<file path="config.mk">
export PLATFORM = sky130hd
export DESIGN_NAME = vc_sync_fifo
export DESIGN_NICKNAME = d
export VERILOG_FILES = /design/src/rtl/vc_fifo_pkg.sv /design/src/rtl/vc_fifo_ctrl.sv /design/src/rtl/vc_sync_fifo.sv
export SDC_FILE = /design/constraint.sdc
export NUM_CORES = 1
export LEC_CHECK = 0
export CAP_MARGIN = 25
export CORE_MARGIN = 8
export CORE_UTILIZATION = 62
export DETAILED_ROUTE_END_ITERATION = 8
export GPL_ROUTABILITY_DRIVEN = 0
export HOLD_SLACK_MARGIN = 0.06
export PLACE_DENSITY = 0.8
export SLEW_MARGIN = 20
export SYNTH_ARGS = -nofsm -noshare
export SYNTH_HDL_FRONTEND = slang
export SYNTH_SLANG_ARGS = --single-unit
</file>
<file path="constraint.sdc">
create_clock -name CLK -period 3.9 [get_ports CLK]
set_input_delay 0.78 -clock CLK [delete_from_list [all_inputs] [get_ports CLK]]
set_output_delay 0.78 -clock CLK [all_outputs]
set_load 0.05 [all_outputs]
</file>
<file path="src/rtl/vc_fifo_pkg.sv">
// Shared types and helpers for the multi-VC synchronous FIFO.
package vc_fifo_pkg;

  localparam int unsigned VC_IDX_W  = 8;
  localparam int unsigned CNT_MAX_W = 16;

  // Widest VC index / occupancy supported by the FIFO family.
  typedef logic [VC_IDX_W-1:0]  vc_idx_t;
  typedef logic [CNT_MAX_W-1:0] cnt_t;

  // Pointer increment that wraps at an arbitrary depth, not at a power of two.
  function automatic logic [31:0] ptr_inc(input logic [31:0] ptr, input int unsigned depth);
    return (ptr == 32'(depth - 1)) ? 32'd0 : ptr + 32'd1;
  endfunction

endpackage

</file>
<file path="src/rtl/vc_fifo_ctrl.sv">
// Per-VC pointer, occupancy and flag tracking; one instance per virtual channel.
module vc_fifo_ctrl
  import vc_fifo_pkg::*;
#(
  parameter int unsigned DEPTH     = 16,
  parameter int unsigned AF_THRESH = DEPTH - 2,
  parameter int unsigned PTR_W     = $clog2(DEPTH),
  parameter int unsigned CNT_W     = $clog2(DEPTH + 1)
) (
  input  logic             clk_i,
  input  logic             rst_ni,
  input  logic             wr_ok_i,
  input  logic             rd_ok_i,
  output logic [PTR_W-1:0] wr_ptr_o,
  output logic [PTR_W-1:0] rd_ptr_o,
  output logic [CNT_W-1:0] count_o,
  output logic             full_c_o,
  output logic             empty_c_o,
  output logic             almost_full_c_o
);

  logic [PTR_W-1:0] wr_ptr_q, wr_ptr_d;
  logic [PTR_W-1:0] rd_ptr_q, rd_ptr_d;
  logic [CNT_W-1:0] count_q,  count_d;

  always_comb begin
    wr_ptr_d = wr_ptr_q;
    rd_ptr_d = rd_ptr_q;
    count_d  = count_q;
    if (wr_ok_i) wr_ptr_d = PTR_W'(ptr_inc(32'(wr_ptr_q), DEPTH));
    if (rd_ok_i) rd_ptr_d = PTR_W'(ptr_inc(32'(rd_ptr_q), DEPTH));
    // Simultaneous accepted write and read leave occupancy unchanged.
    if (wr_ok_i && !rd_ok_i) begin
      count_d = count_q + CNT_W'(1);
    end else if (!wr_ok_i && rd_ok_i) begin
      count_d = count_q - CNT_W'(1);
    end
  end

  always_ff @(posedge clk_i or negedge rst_ni) begin
    if (!rst_ni) begin
      wr_ptr_q <= '0;
      rd_ptr_q <= '0;
      count_q  <= '0;
    end else begin
      wr_ptr_q <= wr_ptr_d;
      rd_ptr_q <= rd_ptr_d;
      count_q  <= count_d;
    end
  end

  assign wr_ptr_o        = wr_ptr_q;
  assign rd_ptr_o        = rd_ptr_q;
  assign count_o         = count_q;
  assign full_c_o        = (count_q == CNT_W'(DEPTH));
  assign empty_c_o       = (count_q == '0);
  assign almost_full_c_o = (count_q >= CNT_W'(AF_THRESH));

endmodule

</file>
<file path="src/rtl/vc_sync_fifo.sv">
// Multi-VC synchronous FIFO: shared write/read ports, per-VC queues, flags, counts and error pulses.
module vc_sync_fifo
  import vc_fifo_pkg::*;
#(
  parameter int unsigned WIDTH     = 8,
  parameter int unsigned DEPTH     = 16,
  parameter int unsigned NUM_VC    = 4,
  parameter int unsigned AF_THRESH = DEPTH - 2,
  parameter int unsigned FWFT      = 0,
  localparam int unsigned VC_W     = (NUM_VC > 1) ? $clog2(NUM_VC) : 1,
  localparam int unsigned PTR_W    = $clog2(DEPTH),
  localparam int unsigned CNT_W    = $clog2(DEPTH + 1)
) (
  input  logic                    CLK,
  input  logic                    RSTn,
  input  logic                    WR_EN,
  input  logic [VC_W-1:0]         WR_VC,
  input  logic [WIDTH-1:0]        DATA_IN,
  input  logic                    RD_EN,
  input  logic [VC_W-1:0]         RD_VC,
  output logic [WIDTH-1:0]        DATA_OUT,
  output logic                    RD_VALID,
  output logic [NUM_VC-1:0]       FULL,
  output logic [NUM_VC-1:0]       EMPTY,
  output logic [NUM_VC-1:0]       ALMOST_FULL,
  output logic [NUM_VC*CNT_W-1:0] COUNT,
  output logic                    WR_OVF,
  output logic                    RD_UNF
);

  // Per-VC views padded to the full index range; padding VCs look full and empty.
  localparam int unsigned NVC_P = 1 << VC_W;

  logic [PTR_W-1:0] wr_ptr [NVC_P];
  logic [PTR_W-1:0] rd_ptr [NVC_P];
  logic [WIDTH-1:0] head   [NVC_P];
  logic [NVC_P-1:0] full_p;
  logic [NVC_P-1:0] empty_p;
  logic [NVC_P-1:0] wr_sel;
  logic [NVC_P-1:0] rd_sel;

  logic             rd_ok;
  logic             wr_ok;
  logic             wr_ovf_q;
  logic             rd_unf_q;
  logic [WIDTH-1:0] head_sel;

  // Accept arbitration: a full VC only takes a write alongside a pop of itself.
  always_comb begin
    rd_ok  = RD_EN & ~empty_p[RD_VC];
    wr_ok  = WR_EN & (~full_p[WR_VC] | (rd_ok & (RD_VC == WR_VC)));
    wr_sel = '0;
    rd_sel = '0;
    if (wr_ok) wr_sel[WR_VC] = 1'b1;
    if (rd_ok) rd_sel[RD_VC] = 1'b1;
    head_sel = head[RD_VC];
  end

  for (genvar v = 0; v < int'(NVC_P); v++) begin : g_vc
    if (v < int'(NUM_VC)) begin : g_real
      logic [WIDTH-1:0] mem_q [DEPTH];

      vc_fifo_ctrl #(
        .DEPTH     (DEPTH),
        .AF_THRESH (AF_THRESH),
        .PTR_W     (PTR_W),
        .CNT_W     (CNT_W)
      ) u_ctrl (
        .clk_i           (CLK),
        .rst_ni          (RSTn),
        .wr_ok_i         (wr_sel[v]),
        .rd_ok_i         (rd_sel[v]),
        .wr_ptr_o        (wr_ptr[v]),
        .rd_ptr_o        (rd_ptr[v]),
        .count_o         (COUNT[v*CNT_W +: CNT_W]),
        .full_c_o        (full_p[v]),
        .empty_c_o       (empty_p[v]),
        .almost_full_c_o (ALMOST_FULL[v])
      );

      // Storage is intentionally not reset; pointers define what is valid.
      always_ff @(posedge CLK) begin
        if (wr_sel[v]) mem_q[wr_ptr[v]] <= DATA_IN;
      end

      assign head[v]  = mem_q[rd_ptr[v]];
      assign FULL[v]  = full_p[v];
      assign EMPTY[v] = empty_p[v];
    end else begin : g_pad
      assign wr_ptr[v]  = '0;
      assign rd_ptr[v]  = '0;
      assign head[v]    = '0;
      assign full_p[v]  = 1'b1;
      assign empty_p[v] = 1'b1;
    end
  end

  always_ff @(posedge CLK or negedge RSTn) begin
    if (!RSTn) begin
      wr_ovf_q <= 1'b0;
      rd_unf_q <= 1'b0;
    end else begin
      wr_ovf_q <= WR_EN & ~wr_ok;
      rd_unf_q <= RD_EN & ~rd_ok;
    end
  end

  assign WR_OVF = wr_ovf_q;
  assign RD_UNF = rd_unf_q;

  if (FWFT == 0) begin : g_rd_reg
    logic [WIDTH-1:0] dout_q;
    logic             rd_valid_q;

    always_ff @(posedge CLK or negedge RSTn) begin
      if (!RSTn) begin
        dout_q     <= '0;
        rd_valid_q <= 1'b0;
      end else begin
        rd_valid_q <= rd_ok;
        if (rd_ok) dout_q <= head_sel;
      end
    end

    assign DATA_OUT = dout_q;
    assign RD_VALID = rd_valid_q;
  end else begin : g_rd_fwft
    assign DATA_OUT = head_sel;
    assign RD_VALID = ~empty_p[RD_VC];
  end

endmodule

</file>
-- After elaboration in Yosys (flattened, before gate mapping)
Memory sizes are Yosys's and may differ from the RTL's.
Index checks and enable logic that the tools add are counted.
- memories: 4
- word-level logic and storage cells: 132
- register bits after elaboration: 63
- bits in writable memories: 512
- input bits: 16
- output and inout bits: 43
- equal/unequal tests: 13
- magnitude comparators: 9
- bitwise logic cells: 11
- reductions and logical operators: 26
- muxes and demuxes: 37
- add/sub/neg operators: 16
- memories (name ; words ; width ; rd ports ; clocked after memory_dff ; write ports ; line ; RTL):
    g_vc[0].g_real.mem_q ; 16 ; 8 ; 1 ; 0 ; 1 ; vc_sync_fifo.sv:61 ; logic [WIDTH-1:0] mem_q [DEPTH];
    g_vc[1].g_real.mem_q ; 16 ; 8 ; 1 ; 0 ; 1 ; vc_sync_fifo.sv:61 ;
    g_vc[2].g_real.mem_q ; 16 ; 8 ; 1 ; 0 ; 1 ; vc_sync_fifo.sv:61 ;
    g_vc[3].g_real.mem_q ; 16 ; 8 ; 1 ; 0 ; 1 ; vc_sync_fifo.sv:61 ;
- operator list (operator ; number):
    4-bit two-way mux ; 10
    5-bit two-way mux ; 8
    4-bit by 1-bit adder with 4-bit output, second input constant ; 8
    4-bit == test, second input constant ; 8
    5-bit by 1-bit adder with 5-bit output, second input constant ; 4
    5-bit == test, second input constant ; 4
    5-bit by 4-bit greater-or-equal comparator with 1-bit output, second input constant ; 4
    5-bit logical NOT ; 4
    5-bit by 1-bit subtractor with 5-bit output, second input constant ; 4
    8-bit binary-select mux with 2-bit select ; 1
    8-bit two-way mux ; 2
    1-bit two-way mux ; 12
    1-bit logical AND ; 10
    1-bit logical NOT ; 8
    2-bit nonzero test ; 4
    2-bit by 3-bit less-than comparator with 1-bit output, second input constant ; 2
    1-bit bitwise AND ; 5
    1-bit binary-select mux with 2-bit select ; 2
    1-bit demux with 2-bit select ; 2
    2-bit by 1-bit greater-or-equal comparator with 1-bit output, second input constant ; 2
    1-bit inverter ; 4
    3-bit greater-or-equal comparator, second input constant ; 1
    2-bit inverter with 3-bit output ; 1
    2-bit == test ; 1
    1-bit bitwise OR ; 1

-- Logic depth before layout (Yosys ltp)
- depth in word-level cells: 13
- gate-level depth with buffers: 14
- gate-level depth less buffers: 13

-- Cells and area by module
A second synthesis with hierarchy kept.
- cell total of the unflattened synthesis: 1290
- area total of the unflattened synthesis: 23607.6 µm²
- by module, submodules not included (module ; area each (µm²) ; sequential area each (µm²) ; cells an instance ; times used):
    vc_sync_fifo ; 20579.7 ; 15650.0 ; 990 ; 1
    vc_fifo_ctrl ; 757.0 ; 325.3 ; 75 ; 4

-- Worst setup path after synthesis
No wires, ideal clock.
- kind: input port to flip-flop
- start: in WR_VC[0]
- end: reg g_vc[3].g_real.u_ctrl.count_q[4]
- cell stages on the path: 14
- required time: 3818 ps
- slack: 171 ps
- arrival time: 3647 ps
- library setup time: 82 ps
- buffers on the path: 2
- path through: buf_2 > nand3_1 > a2111oi_2 > a31oi_2 > a211oi_4 > buf_4 > ha_1 > inv_1 > ha_1 > nor2b_1 > o21a_1 > or3_1 > a21oi_1 > xor2_1
- word-level cells in the longest chain between the ends: 9
- elaborated cells on any way between the ends: 18
- classes of those cells: order compare: 2; eq/ne: 1; mux: 6; bitwise: 4; reduce/logical: 5
- ends and longest elaborated chain (element ; line ; RTL):
    start: declaration ; vc_sync_fifo.sv:17 ; input logic [VC_W-1:0] WR_VC,
    parallel branches: the longest is 5 deep, another holds 2-bit by 3-bit less-than comparator with 1-bit output ; -- ;
    4-bit two-way mux * ; vc_sync_fifo.sv:54 ; if (wr_ok) wr_sel[WR_VC] = 1'b1;
    named net g_vc[3].g_real.u_ctrl.wr_ok_i ; vc_fifo_ctrl.sv:12 ; input logic wr_ok_i,
    1-bit logical NOT ; vc_fifo_ctrl.sv:35 ; end else if (!wr_ok_i && rd_ok_i) begin
    1-bit logical AND ; vc_fifo_ctrl.sv:35 ;
    2-bit nonzero test (no source line) ; -- ;
    end signal: assignment ; vc_fifo_ctrl.sv:48 ; count_q <= count_d;
    end: declaration ; vc_fifo_ctrl.sv:24 ; logic [CNT_W-1:0] count_q, count_d;
Mark *: on every way through the listed nets, which the timed path passes. The select of a mux whose other input is x is not followed.
A chain may end at the register's enable or synchronous reset.

-- Worst setup path in the final report
- start: reg g_vc[2].g_real.u_ctrl.count_q[0]
- end: out FULL[2]
- word-level cells in the longest chain between the ends: 1
- ends and longest elaborated chain (element ; line ; RTL):
    start: declaration ; vc_fifo_ctrl.sv:24 ;
    start signal: assignment ; vc_fifo_ctrl.sv:48 ;
    5-bit == test ; vc_fifo_ctrl.sv:55 ; assign full_c_o = (count_q == CNT_W'(DEPTH));
    end: declaration ; vc_sync_fifo.sv:23 ; output logic [NUM_VC-1:0] FULL,
No other way between the ends.

==> out/metrics.yaml <==
grt_pass1_vias: 13400
overflow: 0
antenna_cells: 0
cts_made_buffers: 55
endpoint_kind: "output pin"
r2r-start: "g_vc[2].g_real.u_ctrl.count_o[0]"
wl_per_cell_um: 25.6
grt_pass1_wl_mm: 82.0
cts_sinks: 575
yosys.cell_types.count: 62
cp-start-kind: "register"
num_vias: 13300
critPathKind: "register to output pin"
setup_viol: 0
cts_tree: "done"
layout.nets: 1576
clock_latency_ns: 0.62
syn_to_final_growth_pct: 12.5
worst_pin_slew_ns: 1.01
core_mm2: 0.0385
hold_class: "input port to asynchronous set/reset pin"
fin_ws_ns: 0.289
reg2reg_depth: 14
grt.total_usage_pct: 24.1
hold_slack_ns: 0.275
slew_violations: 0
power_mw: 18.7
leakagePower_nw: 9.47
synth_edf_count: 512
fin_worst_skew_ns: 0.0308
max_slew_margin_pct: 32.4
endpoint: "FULL[2]"
placed_cell_area_mm2: 0.0253
start_util_pct: 62.5
hold_viol_final: 0
synth.most_common_cell: "edfxtp_1"
r2r_setup_slack_ns: 0.49
clockBufferDepth: 3
pre_cts_ws_ns: -0.0435
synth-async-reset-ratio_pct: 11.0
antenna_found_initial: 0
synth-seq-cells: 575
final_area_mm2: 0.0271
vias_per_cell: 6.38
drive_gt1_share_pct: 15.1
ctsResizeCount: 0
synth_seq_area_share_pct: 70.5
grt_setup_unrepaired: "false"
first_pass_iters: 5
yosysTopAreaCell: "edfxtp_1"
arrival_ns: 2.83
synth_fp_nets: 1489
synth-main-ff-cell: "edfxtp_1"
post-route-period-util_pct: 92.6
yosysTopAreaCellShare_pct: 63.9
p_per_area_mw_per_mm2: 691
synth_area_mm2: 0.0241
crit_slowest_cell: "clkdlybuf4s50_1"
status: "complete, no violations"
slowest_delay_ns: 0.82
postCtsHoldBufs: 0
die_y_um: 213
fp-row-count: 72
syn_inst: 1433
dieArea_mm2: 0.0454
ant_nets: 0
max_freq_mhz: 277
port_buffers: 58
dp_hpwl_mm: 35.0
path_cells: "nor4_1, nand2_1, inv_1, clkdlybuf4s50_1"
synth_common_cells: "edfxtp_1 (512), mux2i_1 (128), nand2_1 (69)"
drcViolationCount: 0
die_x_um: 213
syn_area_per_cell_um2: 16.8
synth_area_leaders: "edfxtp_1 (64%), dfrtp_1 (6.6%), mux4_2 (6.3%)"
io_pins: 59
post_cts_buffers: 0
ir_drop_mv: 0.684
cts_root_buf: "clkbuf_16"
cp.required_ns: 3.12
crit_start: "g_vc[2].g_real.u_ctrl.count_o[0]"
drt_iter0_markers: 1147
wl_mm: 53.4
grt_max_degree: 64
fin_util_pct: 70.4
path_clk_slew_ns: 0.06
ys_warn_count: 0
nFillCells: 2366
maxCapViolations: 0
reg2reg_to: "g_vc[2].g_real.u_ctrl.count_o[4]"
min_period_ns: 3.61
htreeDepth: 2
cp_max_fo: 6
==> report_power, final <==
part           switching (mW)  internal (mW)
sequential              0.953           7.14
combinational            3.13           2.33
clock                    2.26           2.90
==> final cells by class <==
type / instances / area, um2 / share of cell area, %
tap: 518 / 648 / 2.39
clock inverter: 38 / 310 / 1.15
timing repair buffer: 110 / 998 / 3.69
sequential: 575 / 17000 / 62.7
inverter: 34 / 128 / 0.472
multi-input combinational: 744 / 6590 / 24.3
clock buffer: 65 / 1440 / 5.30
==> worst max-delay path: cells and delay by family (launching register included) <==
| kind | cells | cell delay [ns] |
|---|---|---|
| buffers and inverters | 2 | 0.96 |
| DFF | 1 | 0.51 |
| and+or+nand+nor | 2 | 0.75 |
==> cells in the final DEF, fill, tap and decap left out, types with 27 or more instances in the layout <==
cell type,netlist,routed
mux2i_1,128,128
ha_1,36,36
edfxtp_1,512,512
a21oi_1,52,52
clkbuf_16,0,56
buf_4,16,48
nand3_1,39,39
and3_1,57,57
nor2b_1,30,30
inv_1,31,31
clkdlybuf4s50_1,0,49
o21ai_0,27,27
a22oi_1,48,48
dfrtp_1,63,58
mux4_2,67,67
nand2_1,69,69
==> worst min path at each step <==
stage                                      startpoint                                 to  slack (ns)  depth (start not counted)
finish                                           RSTn   g_vc[0].g_real.u_ctrl.count_o[3]        0.27                          1
global route                                     RSTn   g_vc[0].g_real.u_ctrl.count_o[0]        0.34                          1
CTS                                              RSTn  g_vc[1].g_real.u_ctrl.wr_ptr_o[1]        0.30                          1
detailed placement                        DATA_OUT[7]                        DATA_OUT[7]        0.57                          2
global placement    g_vc[3].g_real.u_ctrl.rd_ptr_o[3]  g_vc[3].g_real.u_ctrl.rd_ptr_o[3]        0.53                          1
floorplan                                        RSTn                        DATA_OUT[0]        0.48                          0
==> logic make-up (layout without fill, tap and decap cells) <==
| logic type | Yosys count | in the layout | synth area share [%] |
|---|---|---|---|
| adders and majority gates | 40 | 40 | 2.21 |
| and+or+nand+nor | 272 | 272 | 6.12 |
| muxes | 207 | 207 | 12.2 |
| buffers and inverters | 114 | 247 | 2.17 |
| xor gates and xnor gates | 26 | 26 | 0.946 |
| DFF | 575 | 575 | 70.5 |
| AOI/OAI and AO/OA | 199 | 199 | 5.94 |
==> flip-flops by register name, summed over array words and instances (netlist names) <==
register and cells:
RD_UNF 1, RD_VALID 1, g_vc.g_real.u_ctrl.wr_ptr_o 16, WR_OVF 1
g_vc.g_real.u_ctrl.count_o 20, DATA_OUT 8, g_vc.g_real.u_ctrl.rd_ptr_o 16, g_vc.g_real.mem_q 512
==> per-layer routing <==
layer	GRT usage, %	vias to the layer above	routed length (um)
met5	0	-	0
met4	7.64	0	1440
met3	4.67	94	4880
met2	37.0	637	24800
met1	34.9	6748	22300
li1	-	5825	-
==> per-stage QoR <==
stage          instances  TNS [ns]
2_1_floorplan       1433         0
3_3_place_gp        1978         0
3_5_place_dp        1980   -0.0435
4_1_cts             2083         0
5_1_grt             2084         0
6_report            2084         0
Note: power is estimated with default switching activity, not from simulation.
